`config.mk`:
```
export PLATFORM = sky130hd
export DESIGN_NAME = tia_hcounter_gen
export DESIGN_NICKNAME = d
export VERILOG_FILES = /design/src/rtl/tia_hcounter_gen.sv
export SDC_FILE = /design/constraint.sdc
export NUM_CORES = 1
export LEC_CHECK = 0
export CAP_MARGIN = 10
export CORE_ASPECT_RATIO = 0.6
export CORE_UTILIZATION = 45
export DETAILED_ROUTE_END_ITERATION = 16
export HOLD_SLACK_MARGIN = 0.08
export PLACE_DENSITY = 0.82
export SETUP_SLACK_MARGIN = 0.15
export SLEW_MARGIN = 20
export SYNTH_ARGS = -nofsm -noshare
export SYNTH_HDL_FRONTEND = slang
export SYNTH_SLANG_ARGS = --single-unit
```
`constraint.sdc`:
```
create_clock -name clk -period 2.7 [get_ports clk]
set_clock_uncertainty 0.05 [all_clocks]
set_input_delay 0.675 -clock clk [delete_from_list [all_inputs] [get_ports clk]]
set_output_delay 0.675 -clock clk [all_outputs]
set_load 0.05 [all_outputs]
```
`src/rtl/tia_hcounter_gen.sv`:
```
// Horizontal colour-clock counter and timing generator.
// A binary line counter replaces the legacy horizontal LFSR chain. The block
// derives sync, colour burst and blank windows from the count, handles HMOVE
// extended blank with a bounded motion-clock burst, and halts the CPU on WSYNC
// until the next line start. Every output is registered and reflects the
// post-update state, so all of them change on the same edge as hcnt.
module tia_hcounter_gen #(
  parameter int CW           = 8,
  parameter int LINE_CLKS    = 228,
  parameter int HSYNC_START  = 16,
  parameter int HSYNC_END    = 32,
  parameter int CB_START     = 36,
  parameter int CB_END       = 52,
  parameter int HBLANK_END   = 68,
  parameter int HMOVE_EXT    = 8,
  parameter int MOTCK_PULSES = 15,
  parameter int MOTCK_DIV    = 4,
  parameter int RSYNC_LOAD   = 0
) (
  input  logic          clk,
  input  logic          rst,
  input  logic          rsyn,
  input  logic          wsyn,
  input  logic          hmove,
  input  logic          vsyn,
  input  logic          vblk,
  output logic [CW-1:0] hcnt,
  output logic          line_start,
  output logic          syn,
  output logic          cb,
  output logic          blank,
  output logic          sec,
  output logic          motck,
  output logic          rdy
);

  localparam int MW = (MOTCK_PULSES < 1) ? 1 : $clog2(MOTCK_PULSES + 1);
  localparam int DW = $clog2(MOTCK_DIV);

  localparam logic [CW-1:0] LAST_C   = CW'(LINE_CLKS - 1);
  localparam logic [CW-1:0] LOAD_C   = CW'(RSYNC_LOAD);
  localparam logic [CW-1:0] HS_LO_C  = CW'(HSYNC_START);
  localparam logic [CW-1:0] HS_HI_C  = CW'(HSYNC_END);
  localparam logic [CW-1:0] CB_LO_C  = CW'(CB_START);
  localparam logic [CW-1:0] CB_HI_C  = CW'(CB_END);
  localparam logic [CW-1:0] HB_C     = CW'(HBLANK_END);
  localparam logic [CW-1:0] HBX_C    = CW'(HBLANK_END + HMOVE_EXT);
  localparam logic [MW-1:0] MCNT_LD  = MW'(MOTCK_PULSES);
  localparam logic [DW-1:0] DIV_LD   = DW'(MOTCK_DIV - 1);

  // Half-open window test lo <= v < hi.
  function automatic logic in_win(input logic [CW-1:0] v,
                                  input logic [CW-1:0] lo,
                                  input logic [CW-1:0] hi);
    return (v >= lo) && (v < hi);
  endfunction

  logic [CW-1:0] hcnt_q, hcnt_d;
  logic          ls_q, ls_d;
  logic          syn_q, syn_d;
  logic          cb_q, cb_d;
  logic          blank_q, blank_d;
  logic          sec_q, sec_d;
  logic          pend_q, pend_d;
  logic          motck_q, motck_d;
  logic          rdy_q, rdy_d;
  logic [MW-1:0] mcnt_q, mcnt_d;
  logic [DW-1:0] div_q, div_d;
  logic          hm_now;
  logic          load_m;

  // Next-state: counter first, then everything derived from the updated count.
  always_comb begin
    hcnt_d  = hcnt_q;
    ls_d    = 1'b0;
    sec_d   = sec_q;
    pend_d  = pend_q;
    rdy_d   = rdy_q;
    mcnt_d  = mcnt_q;
    div_d   = div_q;
    motck_d = 1'b0;
    hm_now  = 1'b0;
    load_m  = 1'b0;

    if (rsyn)                  hcnt_d = LOAD_C;
    else if (hcnt_q == LAST_C) hcnt_d = '0;
    else                       hcnt_d = hcnt_q + 1'b1;
    ls_d = (hcnt_d == '0);

    // The HMOVE window is judged on the post-update count, so an rsyn load in
    // the same cycle moves the strobe into the new line's blank region.
    hm_now = hmove && (hcnt_d < HB_C);
    if (ls_d) begin
      sec_d  = pend_q | hm_now;
      pend_d = 1'b0;
      load_m = pend_q | hm_now;
    end else begin
      sec_d  = sec_q | hm_now;
      pend_d = pend_q | (hmove & ~hm_now);
      load_m = hm_now;
    end

    // Motion burst: div counts clocks to the next pulse, mcnt pulses left.
    if (load_m) begin
      mcnt_d = MCNT_LD;
      div_d  = DIV_LD;
    end else if (mcnt_q != '0) begin
      if (div_q == '0) begin
        motck_d = 1'b1;
        mcnt_d  = mcnt_q - 1'b1;
        div_d   = DIV_LD;
      end else begin
        div_d = div_q - 1'b1;
      end
    end

    // A wsyn arriving with the line start re-halts for a whole further line.
    if (ls_d)      rdy_d = ~wsyn;
    else if (wsyn) rdy_d = 1'b0;

    syn_d   = in_win(hcnt_d, HS_LO_C, HS_HI_C) ^ vsyn;
    cb_d    = in_win(hcnt_d, CB_LO_C, CB_HI_C) & ~vsyn;
    blank_d = vblk | (hcnt_d < (sec_d ? HBX_C : HB_C));
  end

  // State and output registers with synchronous reset.
  always_ff @(posedge clk) begin
    if (rst) begin
      hcnt_q  <= '0;
      ls_q    <= 1'b0;
      syn_q   <= 1'b0;
      cb_q    <= 1'b0;
      blank_q <= 1'b1;
      sec_q   <= 1'b0;
      pend_q  <= 1'b0;
      motck_q <= 1'b0;
      rdy_q   <= 1'b1;
      mcnt_q  <= '0;
      div_q   <= '0;
    end else begin
      hcnt_q  <= hcnt_d;
      ls_q    <= ls_d;
      syn_q   <= syn_d;
      cb_q    <= cb_d;
      blank_q <= blank_d;
      sec_q   <= sec_d;
      pend_q  <= pend_d;
      motck_q <= motck_d;
      rdy_q   <= rdy_d;
      mcnt_q  <= mcnt_d;
      div_q   <= div_d;
    end
  end

  assign hcnt       = hcnt_q;
  assign line_start = ls_q;
  assign syn        = syn_q;
  assign cb         = cb_q;
  assign blank      = blank_q;
  assign sec        = sec_q;
  assign motck      = motck_q;
  assign rdy        = rdy_q;

endmodule

```
==> qor.yml <==
outcome:
  outcome: "finished, violations left"
  violations: "setup timing"
worst_setup_path:
  reg2reg_to: "blank$_SDFF_PP1_"
  critical_path.endpoint_type: "register"
  timing.critical_path.fanout_max: 6
  crit_slowest_cell: "sky130_fd_sc_hd__dfxtp_4"
  worst-r2r-setup-slack_ps: -110
  path_cells: "ha_4 > and3_4 > or3_4 > a31o_1 > a211o_4 > and2_4 > ha_4 > nor2b_4 > a31oi_1 > nor2_1 > o21bai_1 > a211o_1"
  cp_startpoint_kind: "register"
  r2r.worst_path.cells: 12
  timing.rr.start: "hcnt[0]$_SDFF_PP0_"
  timing.critical_path.mode_cell: "sky130_fd_sc_hd__ha_4"
  cp-endpoint: "blank$_SDFF_PP1_"
  crit_required_ps: 2800
  timing.critical_path.from: "hcnt[0]$_SDFF_PP0_"
  worst-endpoint-arrival_ps: 2910
  timing_worst_setup_path_type: "reg -> reg"
  max_stage_delay_ps: 390
timing:
  finalWorstPathRequiredPeriod_ps: 2810
  finalCritPeriodShare_pct: 104
  slew_violations: 0
  finalWorstSetupSlack_ps: -110
  final-setup-viol-count: 1
  slew_at_the_pin_closest_to_its_max_slew_limit_ps: 540
  fmaxAchievable_ghz: 0.356
  finalHoldViolations: 0
  rsz0062_at_grt: "true"
  slew_headroom_pct: 63.5
final_layout:
  layout_common_cells: "sky130_fd_sc_hd__clkdlybuf4s50_1 (20), sky130_fd_sc_hd__buf_4 (18), sky130_fd_sc_hd__dfxtp_1 (15), sky130_fd_sc_hd__nor2_1 (12), sky130_fd_sc_hd__nor3_1 (8)"
  fin_nets: 179
  layout_cells_sized_above_1_pct: 32.5
  final_cell_count_no_fill: 196
  fillerInstances: 155
  n_antenna_cell: 0
  mostFrequentLayoutCell: "sky130_fd_sc_hd__clkdlybuf4s50_1"
  area.growth.synth_to_final_pct: 43.2
clock_tree:
  cts.hold.buffers_added: 0
  tritoncts: "done"
  cts_buffers: 3
  ctsRootBufferMaster: "sky130_fd_sc_hd__clkbuf_8"
  worstSkewPairLatency_ps: 270
  clock_sinks: 22
  clk_pin_slew_worst_paths_ps: 70
  clock_tree.htree_level_count: 1
  max-clock-path-buffers: 2
logic_synthesis:
  synth.cell_area_um2: 1160
  ys_seq_elements: 22
  synthCells: 128
  postSynth.asyncResetShare_pct: 0
  yosysSeqAreaShare_pct: 37.8
  synth-main-ff-cell: "sky130_fd_sc_hd__dfxtp_1"
  synth_enable_flop_cells: 0
  syn_avg_cell_area_um2: 9.10
  netlist-cell-type-count: 44
  synth-warning-count: 0
  synth_fp_nets: 140
place:
  place_worst_setup_slack_ps: -371
  detailed_place_hpwl_um: 2180
  dpl.cell_count: 189
  routabilityCongestion: 0.904
  port_buf_inserts: 21
floorplanning:
  floorplan.core_area_um2: 2290
  die_area_um2: 2800
  die_width_um: 67.7
  pin_count: 22
  floorplan.initialDensity_pct: 50.8
  placement_rows: 13
  die-height_um: 41.4
global_routing:
  via_count_of_the_first_global_routing_pass: 1014
  pin_count_of_the_biggest_net_entering_global_routing: 19
  global_route.usage.total_pct: 22.9
  globalRoute.totalOverflow: 0
  grt_first_pass_wirelength_um: 4770
  antenna_violations_before_repair: 0
routing:
  drt_wl_total_um: 3220
  routed_wire_length_per_instance_um: 16.4
  drcViolationCount: 0
  vias_per_cell: 5.79
  drtPass1Iterations: 5
  drtAntennaViolNets: 0
  routed-via-count: 1134
  detailedRoute.firstIterationViolations: 144
flow_run:
  drv_cap: 0
power_and_ir_drop:
  p_leak_nw: 0.627
  ir_worst_vdd_mv: 0.298
  cellPowerDensity_nw_per_um2: 439
min_path:
  hold_start: "rdy$_SDFFE_PP1P_"
  hp-class: "reg -> reg"
-- power breakdown --
group	total, mW	internal, mW	leakage [nW]	switching, mW
clock	0.237	0.130	0.0288	0.107
combinational	0.144	0.0612	0.412	0.0827
sequential	0.351	0.338	0.185	0.0130
total	0.732	0.529	0.627	0.203
-- sequential cells by signal, summed over array words and instances, names as in the netlist --
signal / cells
sec: 1
motck: 1
cb: 1
rdy: 1
hcnt: 8
blank: 1
mcnt_q: 4
div_q: 2
pend_q: 1
syn: 1
line_start: 1
-- cell usage after synthesis, types with 4 or more instances --
cell,number,area (µm²)
sky130_fd_sc_hd__nand2_1,6,22.5
sky130_fd_sc_hd__nor3_1,8,40.0
sky130_fd_sc_hd__o21ai_0,4,20.0
sky130_fd_sc_hd__dfxtp_1,22,440
sky130_fd_sc_hd__a21oi_2,6,52.6
sky130_fd_sc_hd__nor2_1,12,45.0
sky130_fd_sc_hd__xnor2_1,5,43.8
sky130_fd_sc_hd__inv_1,6,22.5
sky130_fd_sc_hd__nand3_1,5,25.0
sky130_fd_sc_hd__a21oi_1,4,20.0
sky130_fd_sc_hd__ha_1,5,62.6
-- how the worst min path moves through the flow --
stage,slack (ps),cells past startpoint,endpoint
after floorplan,420,2,pend_q$_SDFF_PP0_
after global placement,440,2,rdy$_SDFFE_PP1P_
after detailed placement,440,2,rdy$_SDFFE_PP1P_
after CTS,460,2,rdy$_SDFFE_PP1P_
after global routing,490,2,pend_q$_SDFF_PP0_
final,460,2,rdy$_SDFFE_PP1P_
-- layer usage --
| layer | track usage (%) | wire [µm] |
|---|---|---|
| met5 | 0 | 0 |
| met4 | 6.81 | 53 |
| met3 | 6.59 | 302 |
| met2 | 32.9 | 1400 |
| met1 | 32.7 | 1460 |
-- cell families (layout without fill, tap and decap cells) --
family / count (synthesis) / count (layout) / share of synthesized area, %
AOI/OAI and AO/OA: 31 / 31 / 21.5
xor gates and xnor gates: 8 / 8 / 6.02
adders and majority gates: 5 / 5 / 5.37
buffers and inverters: 12 / 50 / 4.94
DFF: 22 / 22 / 37.8
and+or+nand+nor: 50 / 50 / 24.4
-- final cells by class --
type | instances | area (µm²) | area share, %
multi-input cells | 94 | 746 | 44.7
flip-flops and latches | 22 | 459 | 27.5
repair buffers | 39 | 344 | 20.6
clock buffers | 4 | 55.1 | 3.30
well taps | 30 | 37.5 | 2.25
inverters | 7 | 26.3 | 1.58
-- worst max-delay path, delay by kind of cell (launching register included) --
| family | cells | cell delay (ps) |
|---|---|---|
| and+or+nand+nor | 5 | 860 |
| AOI/OAI and AO/OA | 5 | 990 |
| DFF | 1 | 390 |
| adders and majority gates | 2 | 420 |
-- repair_timing --
item / 4_1_cts / 5_1_grt
pin swaps: 7 / 3
gates resized for setup: 4 / 6
buffers inserted: 3 / 0
setup endpoints to repair: 1 / 1
-- metrics by stage --
step,setup TNS (ps),cell area (µm²),hold WS [ps],util [%],power (mW)
2_1_floorplan,-117,1210,421,-,0.445
3_3_place_gp,-278,1540,437,67.0,0.486
3_5_place_dp,-371,1540,444,67.0,0.493
4_1_cts,-86.2,1630,465,71.2,0.724
5_1_grt,-183,1670,489,72.7,0.756
6_report,-110,1670,462,72.7,0.732
No activity file was read; power rests on OpenSTA's default activity.
